--- src/rtl/alu_decode_pkg.sv ---
// Shared decode definitions: opcode groups, ALU operation codes and the decoded-entry record.
package alu_decode_pkg;

    localparam logic [4:0] OPC_LOAD   = 5'h00;
    localparam logic [4:0] OPC_OP_IMM = 5'h04;
    localparam logic [4:0] OPC_AUIPC  = 5'h05;
    localparam logic [4:0] OPC_STORE  = 5'h08;
    localparam logic [4:0] OPC_OP     = 5'h0C;
    localparam logic [4:0] OPC_LUI    = 5'h0D;
    localparam logic [4:0] OPC_BRANCH = 5'h18;
    localparam logic [4:0] OPC_JALR   = 5'h19;
    localparam logic [4:0] OPC_JAL    = 5'h1B;

    localparam logic [6:0] F7_BASE = 7'h00;
    localparam logic [6:0] F7_ALT  = 7'h20;
    localparam logic [6:0] F7_MUL  = 7'h01;

    localparam int ALU_CODE_W = 5;
    typedef logic [ALU_CODE_W-1:0] alu_code_t;

    localparam alu_code_t ALU_ADD    = 5'h00;
    localparam alu_code_t ALU_SUB    = 5'h01;
    localparam alu_code_t ALU_SLL    = 5'h04;
    localparam alu_code_t ALU_SRL    = 5'h06;
    localparam alu_code_t ALU_SRA    = 5'h07;
    localparam alu_code_t ALU_AND    = 5'h09;
    localparam alu_code_t ALU_OR     = 5'h0A;
    localparam alu_code_t ALU_XOR    = 5'h0B;
    localparam alu_code_t ALU_SLTU   = 5'h0C;
    localparam alu_code_t ALU_SLT    = 5'h0D;
    localparam alu_code_t ALU_MUL    = 5'h10;
    localparam alu_code_t ALU_MULH   = 5'h11;
    localparam alu_code_t ALU_MULHSU = 5'h12;
    localparam alu_code_t ALU_MULHU  = 5'h13;
    localparam alu_code_t ALU_DIV    = 5'h14;
    localparam alu_code_t ALU_DIVU   = 5'h15;
    localparam alu_code_t ALU_REM    = 5'h16;
    localparam alu_code_t ALU_REMU   = 5'h17;

    typedef struct packed {
        logic [31:0] instr;
        alu_code_t   alu_op;
        logic        is_branch;
        logic [2:0]  br_cond;
        logic        illegal;
    } dec_entry_t;

    // funct3 map shared by OP-IMM and OP; arith only distinguishes SRA from SRL.
    function automatic alu_code_t base_op(input logic [2:0] f3, input logic arith);
        alu_code_t op;
        case (f3)
            3'b000:  op = ALU_ADD;
            3'b001:  op = ALU_SLL;
            3'b010:  op = ALU_SLT;
            3'b011:  op = ALU_SLTU;
            3'b100:  op = ALU_XOR;
            3'b101:  op = arith ? ALU_SRA : ALU_SRL;
            3'b110:  op = ALU_OR;
            default: op = ALU_AND;
        endcase
        return op;
    endfunction

endpackage

--- src/rtl/alu_op_decoder.sv ---
// Combinational RV32I/RV32M instruction -> decoded entry; no state, no handshake.
module alu_op_decoder
    import alu_decode_pkg::*;
#(
    parameter bit ENABLE_M = 1'b1
) (
    input  logic [31:0] i_instr,
    output dec_entry_t  o_entry
);

    logic [4:0] w_opc;
    logic [2:0] w_f3;
    logic [6:0] w_f7;
    alu_code_t  w_op;
    logic       w_ill;
    logic       w_br;
    logic [2:0] w_cond;

    assign w_opc = i_instr[6:2];
    assign w_f3  = i_instr[14:12];
    assign w_f7  = i_instr[31:25];

    always_comb begin
        w_ill  = 1'b1;
        w_op   = ALU_ADD;
        w_br   = 1'b0;
        w_cond = 3'b000;
        if (i_instr[1:0] == 2'b11) begin
            case (w_opc)
                OPC_OP_IMM: begin
                    // funct7 is immediate data except for the shift encodings
                    w_op = base_op(w_f3, w_f7 == F7_ALT);
                    if (w_f3 == 3'b001)
                        w_ill = (w_f7 != F7_BASE);
                    else if (w_f3 == 3'b101)
                        w_ill = !((w_f7 == F7_BASE) || (w_f7 == F7_ALT));
                    else
                        w_ill = 1'b0;
                end
                OPC_OP: begin
                    if (w_f7 == F7_BASE) begin
                        w_op  = base_op(w_f3, 1'b0);
                        w_ill = 1'b0;
                    end else if (w_f7 == F7_ALT) begin
                        if (w_f3 == 3'b000) begin
                            w_op  = ALU_SUB;
                            w_ill = 1'b0;
                        end else if (w_f3 == 3'b101) begin
                            w_op  = ALU_SRA;
                            w_ill = 1'b0;
                        end
                    end else if ((w_f7 == F7_MUL) && ENABLE_M) begin
                        w_op  = {2'b10, w_f3};
                        w_ill = 1'b0;
                    end
                end
                OPC_BRANCH: begin
                    w_br   = 1'b1;
                    w_cond = w_f3;
                    case (w_f3[2:1])
                        2'b00:   begin w_op = ALU_SUB;  w_ill = 1'b0; end
                        2'b10:   begin w_op = ALU_SLT;  w_ill = 1'b0; end
                        2'b11:   begin w_op = ALU_SLTU; w_ill = 1'b0; end
                        default: w_ill = 1'b1;
                    endcase
                end
                OPC_LUI, OPC_AUIPC, OPC_JAL, OPC_JALR, OPC_LOAD, OPC_STORE: begin
                    w_ill = 1'b0;
                end
                default: w_ill = 1'b1;
            endcase
        end
        if (w_ill) begin
            w_op   = ALU_ADD;
            w_br   = 1'b0;
            w_cond = 3'b000;
        end
    end

    assign o_entry.instr     = i_instr;
    assign o_entry.alu_op    = w_op;
    assign o_entry.is_branch = w_br;
    assign o_entry.br_cond   = w_cond;
    assign o_entry.illegal   = w_ill;

endmodule

--- src/rtl/alu_decode_stage.sv ---
// Registered decode stage: 1-cycle accept-to-valid, full 1/cycle throughput.
// Two-entry head+skid buffer so in_ready comes from a flop; flush drops everything.
module alu_decode_stage
    import alu_decode_pkg::*;
#(
    parameter bit ENABLE_M = 1'b1,
    parameter int ALU_OP_W = 5,
    parameter int CNT_W    = 16
) (
    input  logic                clk,
    input  logic                rst_n,
    input  logic                flush,
    input  logic                in_valid,
    output logic                in_ready,
    input  logic [31:0]         in_instr,
    output logic                out_valid,
    input  logic                out_ready,
    output logic [31:0]         out_instr,
    output logic [ALU_OP_W-1:0] out_alu_op,
    output logic                out_is_branch,
    output logic [2:0]          out_br_cond,
    output logic                out_illegal,
    output logic [CNT_W-1:0]    illegal_cnt
);

    dec_entry_t       w_dec;
    dec_entry_t       r_head;
    dec_entry_t       r_skid;
    dec_entry_t       w_head_nxt;
    dec_entry_t       w_skid_nxt;
    logic [1:0]       r_cnt;
    logic [1:0]       w_cnt_nxt;
    logic             r_in_rdy;
    logic             w_acc;
    logic             w_pop;
    logic [CNT_W-1:0] r_ill_cnt;

    alu_op_decoder #(
        .ENABLE_M (ENABLE_M)
    ) u_dec (
        .i_instr (in_instr),
        .o_entry (w_dec)
    );

    assign w_acc = in_valid && r_in_rdy && !flush;
    assign w_pop = (r_cnt != 2'd0) && out_ready;

    always_comb begin
        w_head_nxt = r_head;
        w_skid_nxt = r_skid;
        w_cnt_nxt  = r_cnt;
        if (flush) begin
            w_cnt_nxt = 2'd0;
        end else begin
            case (r_cnt)
                2'd0: begin
                    if (w_acc) begin
                        w_head_nxt = w_dec;
                        w_cnt_nxt  = 2'd1;
                    end
                end
                2'd1: begin
                    if (w_acc && w_pop) begin
                        w_head_nxt = w_dec;
                    end else if (w_acc) begin
                        w_skid_nxt = w_dec;
                        w_cnt_nxt  = 2'd2;
                    end else if (w_pop) begin
                        w_cnt_nxt = 2'd0;
                    end
                end
                default: begin
                    // full: in_ready is low, so only a pop can move the buffer
                    if (w_pop) begin
                        w_head_nxt = r_skid;
                        w_cnt_nxt  = 2'd1;
                    end
                end
            endcase
        end
    end

    always_ff @(posedge clk) begin
        if (!rst_n) begin
            r_head    <= '0;
            r_skid    <= '0;
            r_cnt     <= 2'd0;
            r_in_rdy  <= 1'b1;
            r_ill_cnt <= '0;
        end else begin
            r_head   <= w_head_nxt;
            r_skid   <= w_skid_nxt;
            r_cnt    <= w_cnt_nxt;
            r_in_rdy <= (w_cnt_nxt <= 2'd1);
            if (w_acc && w_dec.illegal && (r_ill_cnt != '1))
                r_ill_cnt <= r_ill_cnt + CNT_W'(1);
        end
    end

    assign in_ready      = r_in_rdy;
    assign out_valid     = (r_cnt != 2'd0);
    assign out_instr     = r_head.instr;
    assign out_alu_op    = ALU_OP_W'(r_head.alu_op);
    assign out_is_branch = r_head.is_branch;
    assign out_br_cond   = r_head.br_cond;
    assign out_illegal   = r_head.illegal;
    assign illegal_cnt   = r_ill_cnt;

endmodule

--- config.mk ---
export PLATFORM = sky130hd
export DESIGN_NAME = alu_decode_stage
export DESIGN_NICKNAME = d
export VERILOG_FILES = /design/src/rtl/alu_decode_pkg.sv /design/src/rtl/alu_op_decoder.sv /design/src/rtl/alu_decode_stage.sv
export SDC_FILE = /design/constraint.sdc
export NUM_CORES = 1
export LEC_CHECK = 0
export BUFFER_PORTS_ARGS = -buffer_cell sky130_fd_sc_hd__buf_4
export CAP_MARGIN = 15
export CORE_MARGIN = 3
export CORE_UTILIZATION = 55
export CTS_CLUSTER_SIZE = 24
export DETAILED_ROUTE_END_ITERATION = 8
export PLACE_DENSITY_LB_ADDON = 0.2
export SLEW_MARGIN = 25
export SYNTH_ARGS = -nofsm -noshare
export SYNTH_HDL_FRONTEND = slang
export SYNTH_SLANG_ARGS = --single-unit
--- constraint.sdc ---
create_clock -name clk -period 2.7 [get_ports clk]
set_input_delay 0.54 -clock clk [delete_from_list [all_inputs] [get_ports clk]]
set_output_delay 0.54 -clock clk [all_outputs]
set_load 0.03 [all_outputs]
==> metrics <==
placed instance count around 750; setup violators final 0; fraction of layout cells with a size suffix above 1 between 20% and 30%; worst slew pin tran approximately 0.57 ns; CTS tree done; Starting Density a little under three fifths; top post-synthesis cells by area dfxtp_1, nand2_1, mux2i_1; Max Cap Violations 0; VDD IR max 0.350 mV; commonest cells in the netlist dfxtp_1, nand2_1, a21oi_1; crit path kind primary input to register; number of DRC markers in iteration 0 170; critical path required time about 3 ns; CP Capture Type register; DRT Pass-1 Iters 4; flops & latches, synth ~100; H-Tree Level Count 3; post-CTS setup buffer count 0; YS warnings 0; Combinational Power Share 14.4%; largest net degree at the start of global routing 85; Placer Congestion 0.878; Max Clk Rate between 400 and 500 MHz; PortBufs 96; final WL between 10000 and 15000 um; clock buffer count from CTS 9; Final Non-Filler Cells ~770; Fillers between 700 and 800; Clk pwr share 31.1%; core area between 8000 and 9000 um2; DIE HEIGHT between 90 and 100 um; CTS sink cnt 103; Area growth, synth to finish 22.9%; initial antenna violation count 0; Flop pwr share between 50 and 60%; Final Skew 0.0134 ns; Post-Syn Instances around 570; Yosys top cell area share between 40% and 50%; first-pass GRT wire length ~19000 um; Distinct cells, synth 50; async set-reset flop share out of synthesis 0%; worst hold path class primary input to register; RSZ-0062 raised after global routing false; HPWL Detailed roughly 7800 um; total grt overflow 0; post_cts resized 0; synthesized area roughly 4700 um2; Switch Pwr 822 uW; fraction of the cycle the final worst path needs 87.8%; LEAKAGE around 2.1 nW; Mapped Nets 612; area leader, netlist dfxtp_1; residual DRC count 0; PwrDens 505 nW/um2; via density per instance just under 6; hold buffer count at cts 0; Setup WS pre-CTS -0.00616 ns; Worst-path clk slew 0.10 ns; number of global-route vias before repair between 4000 and 5000; via count around 4500; WL/cell roughly 15 um; EDFF count, synth 0; largest fanout on the critical path 29; status finished clean; FP Rows 33; fin worst setup slack approximately 0.33 ns; Final Max Slew Viols 0; ys flop type dfxtp_1; Fin. Hold Viols 0; post-route ant nets 0; Critical Path AT about 2.7 ns; n_diodes 0; Die Wd between 90 and 100 um; root cell of the clock tree clkbuf_8; count leader, synth dfxtp_1; setup_tns 0 ns; Nets about 700; clk buf depth 2; mean post-synth cell area between 8 and 9 um2; die area a little under 10000 um2; Tot Pwr between 2 and 3 mW; Worst-Skew Late Latency about 0.36 ns; Final min period around 2.4 ns; Int Pwr 2.10 mW; Rel. slew slack 61.7%; Sw Ratio ~28%; Top Ports 97; GRT Resource Usage Total 23.8%; register area share after synthesis 43.8%; Critical Path Source Type primary input
worst paths after layout:
kind | startpoint | to | slack (ns) | cells past startpoint
worst min-delay path | out_ready | in_ready$_SDFF_PN1_ | 0.42 | 2
worst min register to register | r_skid[22]$_SDFFE_PN0P_ | r_skid[22]$_SDFFE_PN0P_ | 0.46 | 2
worst max-delay path | in_instr[2] | illegal_cnt[12]$_SDFFE_PN0P_ | 0.33 | 8
worst max register to register | illegal_cnt[0]$_SDFFE_PN0P_ | illegal_cnt[13]$_SDFFE_PN0P_ | 0.64 | 6
placed cells by master, fill, tap and decap left out, types with 7 or more instances in the layout:
cell	Yosys	routed
o21ai_0	23	23
a211oi_1	33	33
buf_4	0	116
mux2i_1	33	33
dfxtp_1	103	102
nand4_1	13	13
nand3_1	22	22
nor3_1	10	8
nor2_1	43	43
nand2b_1	11	11
or3_1	10	10
nand2_1	96	96
a21oi_1	57	57
clkbuf_8	0	10
or4_1	7	7
nor2b_1	7	7
state kept, by name, summed over array words and instances (netlist names):
| register | flops |
|---|---|
| r_skid | 42 |
| out_instr | 32 |
| illegal_cnt | 16 |
| out_alu_op | 5 |
| out_br_cond | 3 |
| r_cnt | 2 |
| in_ready | 1 |
| out_illegal | 1 |
| out_is_branch | 1 |
per-stage QoR:
step	hold slack, ns	utilization, %	area, um2
after floorplan	0.430	-	4700
after global placement	0.441	67.8	5600
after detailed placement	0.445	67.8	5600
after CTS	0.411	70.0	5780
after global routing	0.406	70.0	5780
final	0.422	70.0	5780
kinds of logic (layout without fill, tap and decap cells):
logic type               Yosys count  after routing  share of synthesized area (%)
flip-flops                       103            103                           43.8
buffers and inverters             52            142                           4.66
multiplexers                      33             33                           7.02
XOR/XNOR                           3              3                          0.559
adder cells (fa/ha/maj)            1              1                          0.266
AO/OA/AOI/OAI                    144            144                           19.2
AND/OR/NAND/NOR                  238            238                           24.5
critical path, cell delays in order:
cell and delay, ns:
buf_4 0.11, or4b_1 0.59, or2_4 0.26, o21ba_2 0.25, nor3_4 0.05, buf_12 0.17
or4_1 0.52, a21oi_1 0.16
power by group through the flow:
stage	combinational (mW)	sequential (mW)	clock (mW)
floorplan	0.160	1.71	0
global placement	0.411	1.62	0
detailed placement	0.420	1.63	0
CTS	0.421	1.59	0.922
global route	0.454	1.60	0.989
finish	0.420	1.59	0.909
metal layers:
layer | vias to the layer above | global-route usage (%) | wire, um
li1 | 2222 | - | -
met1 | 2116 | 30.2 | 5340
met2 | 103 | 41.0 | 5670
met3 | 12 | 4.32 | 522
met4 | 0 | 7.98 | 138
met5 | - | 0 | 0
final cells by class:
| class | count | area (um2) | area share, % |
|---|---|---|---|
| Clock inverter | 5 | 40.0 | 0.692 |
| Timing Repair Buffer | 120 | 951 | 16.4 |
| Sequential cell | 103 | 2060 | 35.7 |
| Inverter | 6 | 22.5 | 0.390 |
| Multi-Input combinational cell | 419 | 2430 | 42.1 |
| Tap cell | 105 | 131 | 2.27 |
| Clock buffer | 11 | 141 | 2.45 |
(Power assumes the default switching activity.)
